File: src/rtl/ir_queue.sv
// Instruction register queue: circular FIFO with head-entry field decode.
// Optional macro IR_SEXT_EN: sign-extend imm for imm_ext (zero-extend otherwise).
module ir_queue #(
    parameter int IW    = 16,
    parameter int DEPTH = 2,
    parameter int XLEN  = 16
) (
    input  logic                       clk,
    input  logic                       reset,
    input  logic                       flush,
    input  logic                       in_valid,
    input  logic [IW-1:0]              instruction,
    output logic                       in_ready,
    output logic                       out_valid,
    input  logic                       out_ready,
    output logic [3:0]                 opcode,
    output logic                       m,
    output logic [2:0]                 rd,
    output logic [2:0]                 rs1,
    output logic [IW-12:0]             imm,
    output logic [XLEN-1:0]            imm_ext,
    output logic [$clog2(DEPTH):0]     count
);
    localparam int IMMW = IW - 11;
    localparam int AW   = $clog2(DEPTH);
    localparam int CW   = AW + 1;

    logic [IW-1:0] mem [DEPTH];
    logic [AW-1:0] rd_ptr;
    logic [AW-1:0] wr_ptr;
    logic          push;
    logic          pop;
    logic [IW-1:0] head;

    assign in_ready  = (count != CW'(DEPTH));
    assign out_valid = (count != '0);
    assign push      = in_valid && in_ready;
    assign pop       = out_valid && out_ready;

    function automatic logic [AW-1:0] wrap_inc(input logic [AW-1:0] p);
        return (p == AW'(DEPTH - 1)) ? '0 : p + 1'b1;
    endfunction

    always_ff @(posedge clk) begin
        if (reset) begin
            rd_ptr <= '0;
            wr_ptr <= '0;
            count  <= '0;
        end else if (flush) begin
            rd_ptr <= '0;
            wr_ptr <= '0;
            count  <= '0;
        end else begin
            if (push) wr_ptr <= wrap_inc(wr_ptr);
            if (pop)  rd_ptr <= wrap_inc(rd_ptr);
            if (push && !pop)
                count <= count + 1'b1;
            else if (pop && !push)
                count <= count - 1'b1;
        end
    end

    // Storage is never reset; a word pushed alongside flush or reset is dropped.
    always_ff @(posedge clk) begin
        if (push && !flush && !reset)
            mem[wr_ptr] <= instruction;
    end

    assign head = mem[rd_ptr];

    always_comb begin
        opcode  = '0;
        m       = 1'b0;
        rd      = '0;
        rs1     = '0;
        imm     = '0;
        imm_ext = '0;
        if (out_valid) begin
            opcode = head[IW-1 -: 4];
            m      = head[IW-5];
            rd     = head[IW-6 -: 3];
            rs1    = head[IW-9 -: 3];
            imm    = head[IMMW-1:0];
`ifdef IR_SEXT_EN
            imm_ext = XLEN'($signed(head[IMMW-1:0]));
`else
            imm_ext = XLEN'(head[IMMW-1:0]);
`endif
        end
    end
endmodule

File: config.mk
export PLATFORM = sky130hd
export DESIGN_NAME = ir_queue
export DESIGN_NICKNAME = d
export VERILOG_FILES = /design/src/rtl/ir_queue.sv
export SDC_FILE = /design/constraint.sdc
export NUM_CORES = 1
export LEC_CHECK = 0
export CAP_MARGIN = 20
export CORE_MARGIN = 3
export CORE_UTILIZATION = 39
export DETAILED_ROUTE_END_ITERATION = 10
export GPL_TIMING_DRIVEN = 0
export PLACE_DENSITY = 0.79
export SLEW_MARGIN = 30
export SYNTH_ARGS = -nofsm -noshare
export SYNTH_HDL_FRONTEND = slang
export SYNTH_SLANG_ARGS = --single-unit
File: constraint.sdc
create_clock -name clk -period 3.7 [get_ports clk]
set_input_delay 1.11 -clock clk [delete_from_list [all_inputs] [get_ports clk]]
set_output_delay 1.11 -clock clk [all_outputs]
set_load 0.05 [all_outputs]
Word-level counts from Yosys, hierarchy flattened
Memory sizes are Yosys's and may differ from the RTL's. A register that Yosys moved wholly into a read port is not among the register bits.
Cells that the tools add are included.
W data, S select, Z words.
{"block": "op_classes", "addsub": 4, "n_eq_ne": 1, "mux": 14, "reduce_logical": 13}
{"operator": "$mux W5", "n": 2}
{"operator": "$mux W1", "n": 7}
{"operator": "$logic_and A1 B1 Y1", "n": 6}
{"operator": "$mux W3", "n": 2}
{"operator": "$logic_not A1 Y1", "n": 4}
{"operator": "$mux W2", "n": 2}
{"operator": "$mux W4", "n": 1}
{"operator": "$reduce_bool A2 Y1", "n": 2}
{"operator": "$add A1 B1 Y1 const B", "n": 2}
{"operator": "$add A2 B1 Y2 const B", "n": 1}
{"operator": "$ne A2 B2 Y1 const B", "n": 1}
{"operator": "$reduce_or A2 Y1", "n": 1}
{"operator": "$sub A2 B1 Y2 const B", "n": 1}
{"block": "word_totals", "reg_bits": 4, "mem_bits_rw": 32, "input_bits": 21, "out_inout_bits": 36, "wordCells": 36, "memories": 1}
{"name": "mem", "words": 2, "width": 16, "rd": 1, "rd_clocked_by_memory_dff": 1, "wr": 1, "line_no": "28", "source": "logic [IW-1:0] mem [DEPTH];"}

Longest topological paths before layout
Gate-level depths: netlist of run 1.
{"block": "logic_depth", "depth_word": 6, "depth_mapped": 6}

Least setup slack after synthesis of run 1
No wires, ideal clock.
{"block": "synth_path", "path_type": "input -> register", "from": "input flush", "to": "memory mem[0][0], enable pin", "setup_time_ps": 430, "t_arrival_ps": 3123, "t_required_ps": 3270, "setup_slack_ps": 147, "stages": 3, "path_buffers": 1, "cell_sequence": "or2_2 -> clkbuf_1 -> nor4_1"}
{"block": "synth_between", "elab_chain_cells": 5}
{"element": "start: declaration", "line_no": "10", "source": "input logic flush,"}
{"element": "$logic_not A1 Y1", "line_no": "65", "source": "if (push && !flush && !reset)"}
{"element": "$logic_and A1 B1 Y1 (2 in series)", "line_no": "65"}
{"element": "$mux W1", "line_no": "65"}
{"element": "$mux W1 (not written as such)", "line_no": "66", "source": "mem[wr_ptr] <= instruction;"}
{"element": "end: declaration", "line_no": "28"}
Every way passes these cells.

==> flow_summary.ini, run 1 <==
[sta]
skew_ps = 3.631
worst_pin_slew_ps = 581.1
whs_ps = 516.3
period_minus_slack_ps = 3318
slew_headroom = 0.6094
rsz0062_at_grt = no
finalMaxSlewViolations = 0
fmax_mhz = 301.4
timing_hold_violations_final = 0
final.period_utilization = 0.8967
setup_viol = 0

[floorplan]
fp.coreArea_mm2 = 0.003771
start_util = 0.4154
die_w_um = 69.38
die_area_mm2 = 0.004813
fp-row-count = 22
io_pins = 57
dieHeight_um = 69.38

[synth]
synth_top_family_by_area = multiplexers
synth_cell_types = 18
syn-mean-instance-area_um2 = 13.74
ys_seq_area_frac = 0.6773
synth_xor_xnor_area_share = 0.01677
synthAdderAreaFrac = 0.007987
synthCells = 114
synth_seq_cells = 37
synthMuxAreaShare = 0.1022
synth-simple-area-share = 0.07748
synth.cell_area_mm2 = 0.001567
yosysWarnings = 0
synth_compound_area_frac = 0.01597

[cells_and_area]
stdcell_count = 230
fin_util = 0.5932
fillers = 299
drive_gt1_frac = 0.1978
area_growth_pct = 42.81
finalNetCount = 204
diodes = 0

[worst_setup_path]
cp_max_fo = 10
crit_required_ps = 2590
critPathKind = flop to primary output
cp.arrival_ps = 2210
slowest_stage = clkdlybuf4s50_1
critPathLaunchType = flop
crit_path_end_kind = primary output
slowest_delay_ps = 790
path_cells = buf_2, buf_4, mux2i_1, nor2_1, buf_4, clkdlybuf4s50_1
worst_path_most_repeated_cell = buf_4

[power]
power_switching_mw = 0.2894
power_frac_seq = 0.485
p_comb_frac = 0.251
ir_drop_mv = 0.2902
switching_share = 0.2991
power.density_mw_per_mm2 = 432.5
p_leak_nw = 0.8260
power_mw = 0.9675
clockPowerShare = 0.264
internal_power_mw = 0.6781

[drt]
drt-total-wl_um = 2819
vias_per_cell = 4.396
via_count = 1011
wl_per_cell_um = 12.26
drc = 0
ant_nets = 0
drt-pass1-iter-count = 4
drtIter0Drc = 18

[clock_tree]
cts.clk_slew.worst_paths_ps = 70
cts.sinks = 37
cts_buffers = 5
htree_levels = 2
cts_root_buf = clkbuf_8
cts_tree = yes
cts_hold_buf = 0
clk_path_buf_depth = 2
post_cts_buffers = 0
cts_resized = 0
clkLatencyLatePin_ps = 280

[global_routing]
grt_usage = 0.1243
first_global_vias = 1041
grt_max_degree = 12
grt_first_pass_wirelength_um = 4705
grt_antenna_before_repair = 0
grt_remaining_overflow = 0

[status]
outcome = completed

[placement]
place_hpwl_um = 2212
io_buffers = 45
post-place-cells = 223
gp_congestion = 0.6473

[job]
drv_cap = 0

[hold_path]
hp-class = flop to flop
## cell families (layout without fill, tap and decap cells)
| logic type | count (synthesis) | in the layout |
|---|---|---|
| AOI/OAI and AO/OA | 5 | 5 |
| and+or+nand+nor | 27 | 27 |
| adders and majority gates | 1 | 1 |
| other | 1 | 11 |
| muxes | 16 | 16 |
| xor gates and xnor gates | 3 | 3 |
| buffers and inverters | 24 | 82 |
| DFF | 37 | 37 |
## power groups by stage
stage / combinational [mW] / clock, mW / sequential (mW)
after floorplan: 0.158 / 0 / 0.484
after global placement: 0.237 / 0 / 0.478
after detailed placement: 0.243 / 0 / 0.479
after CTS: 0.244 / 0.263 / 0.470
after global routing: 0.257 / 0.281 / 0.471
final: 0.243 / 0.255 / 0.470
## metrics by stage
stage | setup slack, ps | cell area [µm²] | TNS, ps
finish | 382.1 | 2237 | 0
global route | 258.1 | 2237 | 0
CTS | 342.5 | 2237 | 0
detailed placement | 610.3 | 2157 | 0
global placement | -1044 | 2115 | -33370
floorplan | 147.0 | 1604 | 0
## cells in the final DEF, fill, tap and decap left out, drive strengths merged
master / n
a21oi: 2
buf: 25
clkbuf: 6
clkdlybuf4s50: 45
clkinv: 1
clkinvlp: 1
conb: 11
dfxtp: 5
edfxtp: 32
ha: 1
inv: 4
mux2i: 16
nor2: 21
nor2b: 1
nor4: 2
o21ai: 3
or2: 1
or3: 2
xor2: 3
## cell type report
class	instances	area, µm²	area share
clock inverters	2	11.26	0.005034
clock buffers	5	68.82	0.03076
inverters	4	15.01	0.006711
plain buffers	20	141.4	0.06320
well taps	48	60.06	0.02685
multi-input cells	63	399.1	0.1784
flip-flops and latches	37	1061	0.4743
repair buffers	51	480.5	0.2148
## registers in the layout (all words and copies together) (netlist names), named ones only
signal and flops:
mem 32, count 2, rd_ptr 1, wr_ptr 1
## routing by layer
metal,vias to the layer above,share of wire,GRT usage,wire [µm]
met5,-,0,0,0
met1,459,0.38,0.1175,1060
met4,0,0.0067,0.03905,19
met3,4,0.10,0.05797,286
li1,503,-,-,-
met2,45,0.52,0.2341,1452
## Yosys cell counts
cell / number / area (µm²)
ha_1: 1 / 12.51
edfxtp_1: 32 / 960.9
xor2_1: 3 / 26.28
a21oi_1: 2 / 10.01
nor2_2: 1 / 6.260
or3_1: 2 / 12.51
buf_2: 2 / 10.01
clkbuf_1: 1 / 3.750
nor2b_2: 1 / 8.760
conb_1: 1 / 3.750
nor2_1: 20 / 75.07
inv_1: 4 / 15.01
mux2i_1: 16 / 160.2
dfxtp_1: 5 / 100.1
o21ai_0: 3 / 15.01
or2_2: 1 / 6.260
buf_4: 17 / 127.6
nor4_1: 2 / 12.51
## final timing paths
path | start | end | slack, ps | cells after the start
min | rd_ptr | flop | 520 | 2
max reg2reg | count[1] | count[1] | 1980 | 5
min reg2reg | rd_ptr | flop | 520 | 2
max | flop | imm_ext[1] | 380 | 6
## critical path, delay by kind of cell (launching register included)
kind | cells | cell delay, ps
mux | 1 | 90
simple gates | 1 | 140
buf+inv | 4 | 1380
flops | 1 | 300
Power figures use the tool's default switching activity.
==> run 2: changes to the inputs <==
Settings changed: SKIP_CTS_REPAIR_TIMING from default to 1, SKIP_LAST_GASP from default to 1.
==> results of run 2 <==
Final layout, timing and power as in run 1 (identical DEF).
